$ cat config.mk
export PLATFORM = sky130hd
export DESIGN_NAME = sdrd_sectorrd
export DESIGN_NICKNAME = d
export VERILOG_FILES = /design/src/rtl/sdrd_pkg.sv /design/src/rtl/sdrd_bytepack.sv /design/src/rtl/sdrd_sectorrd.sv
export SDC_FILE = /design/constraint.sdc
export NUM_CORES = 2
export LEC_CHECK = 0
export BUFFER_PORTS_ARGS = -buffer_cell sky130_fd_sc_hd__buf_2
export CAP_MARGIN = 20
export CORE_MARGIN = 1.5
export CORE_UTILIZATION = 30
export DETAILED_ROUTE_END_ITERATION = 6
export GPL_ROUTABILITY_DRIVEN = 0
export PLACE_DENSITY_LB_ADDON = 0.15
export SKIP_LAST_GASP = 1
export SLEW_MARGIN = 20
export SYNTH_ARGS = -nofsm -noshare
export SYNTH_HDL_FRONTEND = slang
export SYNTH_HIERARCHICAL = 1
export SYNTH_SLANG_ARGS = --single-unit
$ cat constraint.sdc
create_clock -name CLK -period 6.5 [get_ports CLK]
set_input_delay 1.3 -clock CLK [delete_from_list [all_inputs] [get_ports CLK]]
set_output_delay 1.3 -clock CLK [all_outputs]
set_load 0.01 [all_outputs]
$ cat src/rtl/sdrd_pkg.sv
// sdrd_pkg: types and constants for the SD single-block sector reader.
//   state_e       : sector-read FSM states
//   CMD17/START_TOKEN/DUMMY : SPI protocol bytes
//   SECTOR_BYTES/CHUNK_BYTES/CHUNKS/CMD_BYTES : transfer geometry
//   cmd_byte()    : byte idx (0..5) of the CMD17 frame for a 32-bit argument
package sdrd_pkg;

  typedef enum logic [2:0] {
    S_IDLE,
    S_CMD,
    S_R1,
    S_TOKEN,
    S_DATA,
    S_CRC,
    S_END
  } state_e;

  localparam logic [7:0] CMD17       = 8'h51;
  localparam logic [7:0] START_TOKEN = 8'hFE;
  localparam logic [7:0] DUMMY       = 8'hFF;

  localparam int SECTOR_BYTES = 512;
  localparam int CHUNK_BYTES  = 64;
  localparam int CHUNKS       = SECTOR_BYTES / CHUNK_BYTES;
  localparam int CMD_BYTES    = 6;

  // The trailing byte of the frame is sent as 0xFF; the card ignores the
  // CRC field in SPI mode once initialised.
  function automatic logic [7:0] cmd_byte(input logic [2:0] idx,
                                          input logic [31:0] arg);
    case (idx)
      3'd0:    cmd_byte = CMD17;
      3'd1:    cmd_byte = arg[31:24];
      3'd2:    cmd_byte = arg[23:16];
      3'd3:    cmd_byte = arg[15:8];
      3'd4:    cmd_byte = arg[7:0];
      default: cmd_byte = DUMMY;
    endcase
  endfunction

endpackage

$ cat src/rtl/sdrd_bytepack.sv
// sdrd_bytepack: packs received sector bytes into 512-bit chunks.
//   CLK, RST_X     : clock, async active-low reset
//   clr_i          : restart byte/chunk counting for a new sector
//   byte_vld_i     : byte_i is a data byte to pack
//   byte_i         : received byte
//   prm_o          : last completed chunk, first byte in [511:504]
//   chunk_vld_o    : one-cycle pulse the cycle after a chunk completes
//   sector_end_o   : combinational, high with the 512th byte of the sector
module sdrd_bytepack
  import sdrd_pkg::*;
(
  input  logic         CLK,
  input  logic         RST_X,
  input  logic         clr_i,
  input  logic         byte_vld_i,
  input  logic [7:0]   byte_i,
  output logic [511:0] prm_o,
  output logic         chunk_vld_o,
  output logic         sector_end_o
);

  // Only 63 bytes need holding: the 64th goes straight into the chunk
  // register together with the shifted contents.
  logic [503:0] sr_q;
  logic [511:0] prm_q;
  logic [5:0]   bcnt_q;
  logic [2:0]   chunk_q;
  logic         vld_q;
  logic         chunk_end;

  assign chunk_end    = byte_vld_i && (bcnt_q == 6'(CHUNK_BYTES - 1));
  assign sector_end_o = chunk_end && (chunk_q == 3'(CHUNKS - 1));

  always_ff @(posedge CLK or negedge RST_X) begin
    if (!RST_X) begin
      sr_q    <= '0;
      prm_q   <= '0;
      bcnt_q  <= '0;
      chunk_q <= '0;
      vld_q   <= 1'b0;
    end else begin
      vld_q <= chunk_end;
      if (clr_i) begin
        bcnt_q  <= '0;
        chunk_q <= '0;
      end else if (byte_vld_i) begin
        sr_q   <= {sr_q[495:0], byte_i};
        bcnt_q <= bcnt_q + 6'd1;
        if (chunk_end) begin
          prm_q   <= {sr_q, byte_i};
          chunk_q <= chunk_q + 3'd1;
        end
      end
    end
  end

  assign prm_o       = prm_q;
  assign chunk_vld_o = vld_q;

endmodule

$ cat src/rtl/sdrd_sectorrd.sv
// sdrd_sectorrd: CMD17 single-block SD read over a byte-wide SPI engine,
// delivering the sector as eight 512-bit chunks.
//   CLK, RST_X            : clock, async active-low reset
//   SPI_INIT              : card ready; dropping it aborts a read with error
//   ACCESS_REQ/ACCESS_ADR : request pulse and sector number
//   SPI_BUSY/SPI_DONE/SPI_RXD : byte engine status and received byte
//   SPI_TXSTART/SPI_TXD   : byte start strobe and byte to send
//   SPI_CS_X              : card select, low from CMD through CRC
//   FATIN_PRM/FATIN_VALID : chunk data and its one-cycle strobe
//   RD_BUSY/RD_DONE/RD_ERR: request status (RD_ERR sticky until next request)
// Build option: SDRD_BYTEADR_EN sends ACCESS_ADR<<9 (byte-addressed SDSC).
module sdrd_sectorrd
  import sdrd_pkg::*;
#(
  parameter int R1_TIMEOUT    = 8,
  parameter int TOKEN_TIMEOUT = 4096
) (
  input  logic         CLK,
  input  logic         RST_X,
  input  logic         SPI_INIT,
  input  logic         ACCESS_REQ,
  input  logic [31:0]  ACCESS_ADR,
  input  logic         SPI_BUSY,
  input  logic         SPI_DONE,
  input  logic [7:0]   SPI_RXD,
  output logic         SPI_TXSTART,
  output logic [7:0]   SPI_TXD,
  output logic         SPI_CS_X,
  output logic [511:0] FATIN_PRM,
  output logic         FATIN_VALID,
  output logic         RD_BUSY,
  output logic         RD_DONE,
  output logic         RD_ERR
);

  state_e      state_q, state_d;
  logic [15:0] cnt_q, cnt_d;
  logic        err_q, err_d;
  logic [31:0] adr_q;
  logic [31:0] cmd_arg;
  logic        wait_q;   // a byte is on the wire, next start waits for DONE
  logic        own_q;    // that byte was started in the current state
  logic        accept, abort, rx_ok, txstart, rd_done;
  logic        data_vld, sector_end;

`ifdef SDRD_BYTEADR_EN
  assign cmd_arg = {adr_q[22:0], 9'd0};
`else
  assign cmd_arg = adr_q;
`endif

  assign accept = (state_q == S_IDLE) && ACCESS_REQ && SPI_INIT && !SPI_BUSY;
  assign abort  = !SPI_INIT && (state_q inside {S_CMD, S_R1, S_TOKEN, S_DATA, S_CRC});

  // A DONE for a byte launched before a state change (only possible on an
  // abort) must not be counted against the new state.
  assign rx_ok   = SPI_DONE && own_q;
  assign txstart = (state_q != S_IDLE) && !wait_q && !SPI_BUSY && !abort;

  assign data_vld = (state_q == S_DATA) && rx_ok;

  always_comb begin
    state_d = state_q;
    cnt_d   = cnt_q;
    err_d   = err_q;
    rd_done = 1'b0;
    if (rx_ok) cnt_d = cnt_q + 16'd1;
    unique case (state_q)
      S_IDLE: begin
        if (accept) begin
          state_d = S_CMD;
          err_d   = 1'b0;
        end
      end
      S_CMD: begin
        if (rx_ok && cnt_q == 16'(CMD_BYTES - 1)) state_d = S_R1;
      end
      S_R1: begin
        if (rx_ok) begin
          if (SPI_RXD != DUMMY) begin
            if (SPI_RXD == 8'h00) begin
              state_d = S_TOKEN;
            end else begin
              err_d   = 1'b1;
              state_d = S_END;
            end
          end else if (cnt_q == 16'(R1_TIMEOUT - 1)) begin
            err_d   = 1'b1;
            state_d = S_END;
          end
        end
      end
      S_TOKEN: begin
        if (rx_ok) begin
          if (SPI_RXD != DUMMY) begin
            if (SPI_RXD == START_TOKEN) begin
              state_d = S_DATA;
            end else begin
              err_d   = 1'b1;
              state_d = S_END;
            end
          end else if (cnt_q == 16'(TOKEN_TIMEOUT - 1)) begin
            err_d   = 1'b1;
            state_d = S_END;
          end
        end
      end
      S_DATA: begin
        if (sector_end) state_d = S_CRC;
      end
      S_CRC: begin
        if (rx_ok && cnt_q == 16'd1) state_d = S_END;
      end
      S_END: begin
        if (rx_ok) begin
          state_d = S_IDLE;
          rd_done = !err_q;
        end
      end
      default: state_d = S_IDLE;
    endcase
    if (abort) begin
      err_d   = 1'b1;
      state_d = S_END;
    end
    if (state_d != state_q) cnt_d = '0;
  end

  always_ff @(posedge CLK or negedge RST_X) begin
    if (!RST_X) begin
      state_q <= S_IDLE;
      cnt_q   <= '0;
      err_q   <= 1'b0;
      adr_q   <= '0;
      wait_q  <= 1'b0;
      own_q   <= 1'b0;
    end else begin
      state_q <= state_d;
      cnt_q   <= cnt_d;
      err_q   <= err_d;
      if (accept) adr_q <= ACCESS_ADR;
      if (txstart)       wait_q <= 1'b1;
      else if (SPI_DONE) wait_q <= 1'b0;
      if (state_d != state_q) own_q <= 1'b0;
      else if (txstart)       own_q <= 1'b1;
      else if (SPI_DONE)      own_q <= 1'b0;
    end
  end

  sdrd_bytepack u_pack (
    .CLK          (CLK),
    .RST_X        (RST_X),
    .clr_i        (accept),
    .byte_vld_i   (data_vld),
    .byte_i       (SPI_RXD),
    .prm_o        (FATIN_PRM),
    .chunk_vld_o  (FATIN_VALID),
    .sector_end_o (sector_end)
  );

  assign SPI_TXSTART = txstart;
  assign SPI_TXD     = (state_q == S_CMD) ? cmd_byte(cnt_q[2:0], cmd_arg) : DUMMY;
  assign SPI_CS_X    = (state_q == S_IDLE) || (state_q == S_END);
  assign RD_BUSY     = (state_q != S_IDLE);
  assign RD_DONE     = rd_done;
  assign RD_ERR      = err_q;

endmodule
==> metrics <==
status=completed; pre-CTS setup slack=1.78 ns; Pwr Total=14.5 mW; Filler cells=13.1k; final WL=104 mm; Critical Path RT=5.20 ns; vias per cell=4.56; Final Non-Filler Cells=between 4k and 5k; relative slew slack=35.9%; # hold bufs at CTS=0; CP Capture Type=primary output; die area=roughly 140,000 µm²; Worst setup SP type=flop; Clock Skew=between 0.02 and 0.03 ns; Tmin final=4.48 ns; ratio of cells with drive above 1 in the final layout=roughly three fifths; EDFF count, synth=0; Setup Viol. Count Final=0; largest family of logic cells by synthesized area=multiplexers; worst r2r path cells=10; Crit Path Class=flop to primary output; top sig layer=met4; DIE HEIGHT=~370 µm; clk buf depth=3; # IOs=572; worst hold path depth=1; Met3 Routed Length=~8.0 mm; antenna violations before repair=1; Root Buffer=clkbuf_16; M1 wire length=44.9 mm; register area share after synthesis=65.4%; gr usage total=between 10 and 15%; Post-CTS Setup Inserts=0; Final Cell Area=approximately 50,000 µm²; Cells after DPL=4,761; Post-Synth Simple-Gate Area=1.76%; largest net degree at the start of global routing=155; initial drt markers=a little over 900; Hold WS=a little under 0.5 ns; Inserted Clock Buffers=120; Top FF cell, synth=dfrtp_1; Leak=26.3 nW; H-Tree Level Count=3; DR pass1 iterations=7; Cell Pwr Density=290 nW/µm²; Compound-Gate Fraction of Synth Area=between 1 and 1.5%; syn nets=2,541; count of cell types in the netlist=between 50 and 60; final-stage net count=between 3k and 4k; Port Buf Inserts=571; max-slew violations=0; setup TNS=0 ns; RSZ-0062 raised after global routing=no; Fin. Hold Viols=0; drt wl/cell=20.8 µm; post-cts resize count=0; final core utilization=between 30 and 40%; core footprint=137,000 µm²; Seq cells post-synth=1,080; Die X=374 µm; number of global-route vias before repair=roughly 25k; met2 WL post-DR=47.7 mm; Syn Inst Count=2,487; mapped cell area=41,300 µm²; asr flop ratio synth=between 90% and 100%; worst-margin pin slew=between 0.9 and 1 ns; top achievable clock speed=223 MHz; P&R area growth vs syn=21.2%; CTS tree=yes; Post-Syn Area per Cell=16.6 µm²; Detailed Place HPWL=71.8 mm; CP Max Fanout=11; Synth Area in Adders=0.242%; Post-route DRC=0; std cell rows=around 140; maximum vdd drop=a little under 200 µV; via count=22.7k; CTS clock-pin slew for the worst setup and hold paths=0.06 ns; Initial Utilization=30.1%; xor/xnor share of the synthesized area=less than 1%; placed inst area=46,000 µm²; global-route wire length before repair=161 mm; Tcrit/Tclk final=68.9%; fin worst setup slack=2.02 ns; Detail Route Antenna Nets=0; grt ovf=0; Clock Sinks=1,080; Synth Warn #=6; clock latency on the worst-skew pair=around 0.73 ns; # Max-Cap Violations=0; multiplexer area fraction after synthesis=28.7%; critical path arrival=3.18 ns; Hold Path Class=flop to flop
power breakdown:
part / internal (mW) / total, mW / leakage (nW) / switching, mW
logic: 0.229 / 0.637 / 9.24 / 0.409
clock network: 4.18 / 6.92 / 2.00 / 2.74
registers: 6.84 / 6.95 / 15.0 / 0.116
critical path, stage by stage (launching register included):
cell	delay, ns
dfrtp_1	0.44
inv_1	0.10
ha_1	0.49
or3_1	0.19
a21oi_1	0.06
nor3_1	0.72
o211ai_1	0.23
buf_2	0.21
final timing paths:
path                                      to              from  slack [ns]
max                               SPI_TXD[7]          cnt_q[1]        2.02
min                        u_pack/prm_o[509]  u_pack/sr_q[501]        0.49
max reg2reg                        cnt_q[14]        state_q[2]        2.54
min reg2reg                u_pack/prm_o[509]  u_pack/sr_q[501]        0.49
max in group asynchronous   u_pack/sr_q[302]             RST_X        4.64
min in group asynchronous  u_pack/prm_o[307]             RST_X        0.55
synth_stat cells (4+ instances only):
cell      instances  area share, %
a21oi_1          10           0.12
clkbuf_1         15           0.14
nand2b_1          9           0.14
xnor2_1          13           0.28
nor4_1           22           0.33
inv_1            12           0.11
buf_4             6           0.11
buf_2            64           0.77
nor2_1           22           0.20
nand4_1           8           0.12
buf_6            49            1.3
ha_1              8           0.24
nand2_1          12           0.11
a222oi_1          8           0.19
nand3_1          17           0.21
o21ai_0           8          0.097
mux2i_1           4          0.097
nor3_1            8          0.097
mux2_2         1049             29
dfrtp_1        1080             65
o211ai_1          6           0.11
or3_1             5          0.076
xor2_1            7           0.15
placed cells by master (no fill, tap or decap), types with 10 or more instances in the layout:
| cell type | count |
|---|---|
| nor2_1 | 21 |
| a21oi_1 | 10 |
| xnor2_1 | 13 |
| buf_12 | 16 |
| buf_2 | 570 |
| nand2_1 | 12 |
| clkbuf_1 | 30 |
| inv_1 | 12 |
| buf_4 | 29 |
| clkbuf_16 | 122 |
| mux2_2 | 1049 |
| nor4_1 | 22 |
| clkinv_2 | 13 |
| dfrtp_1 | 1080 |
| clkbuf_8 | 39 |
| nand3_1 | 17 |
sequential cells by signal (all words and copies together), names as in the netlist:
register            count
state_q                 3
adr_q                  32
u_pack/prm_o          512
cnt_q                  16
u_pack/bcnt_q           6
wait_q                  1
u_pack/chunk_vld_o      1
u_pack/sr_q           504
u_pack/chunk_q          3
RD_ERR                  1
own_q                   1
metal layers:
metal,track usage (%),vias up
li1,-,10127
met1,18.8,11895
met2,23.3,523
met3,5.56,181
met4,4.59,0
met5,0,-
area by class of cell:
cell class	instances	area [µm²]	share of cell area, %
Sequential cell	1080	27000	53.9
Multi-Input combinational cell	1259	13300	26.6
Clock buffer	191	3700	7.39
Timing Repair Buffer	616	3410	6.80
Tap cell	1794	2240	4.48
Clock inverter	27	374	0.747
Inverter	12	45.0	0.0899
Antenna cell	2	5.00	0.00999
cell families after synthesis:
logic type	Yosys count
buffers and inverters	148
adders and majority gates	8
and+or+nand+nor	125
xor gates and xnor gates	20
AOI/OAI and AO/OA	52
muxes	1054
DFF	1080
Note: power is estimated with default switching activity, not from simulation.
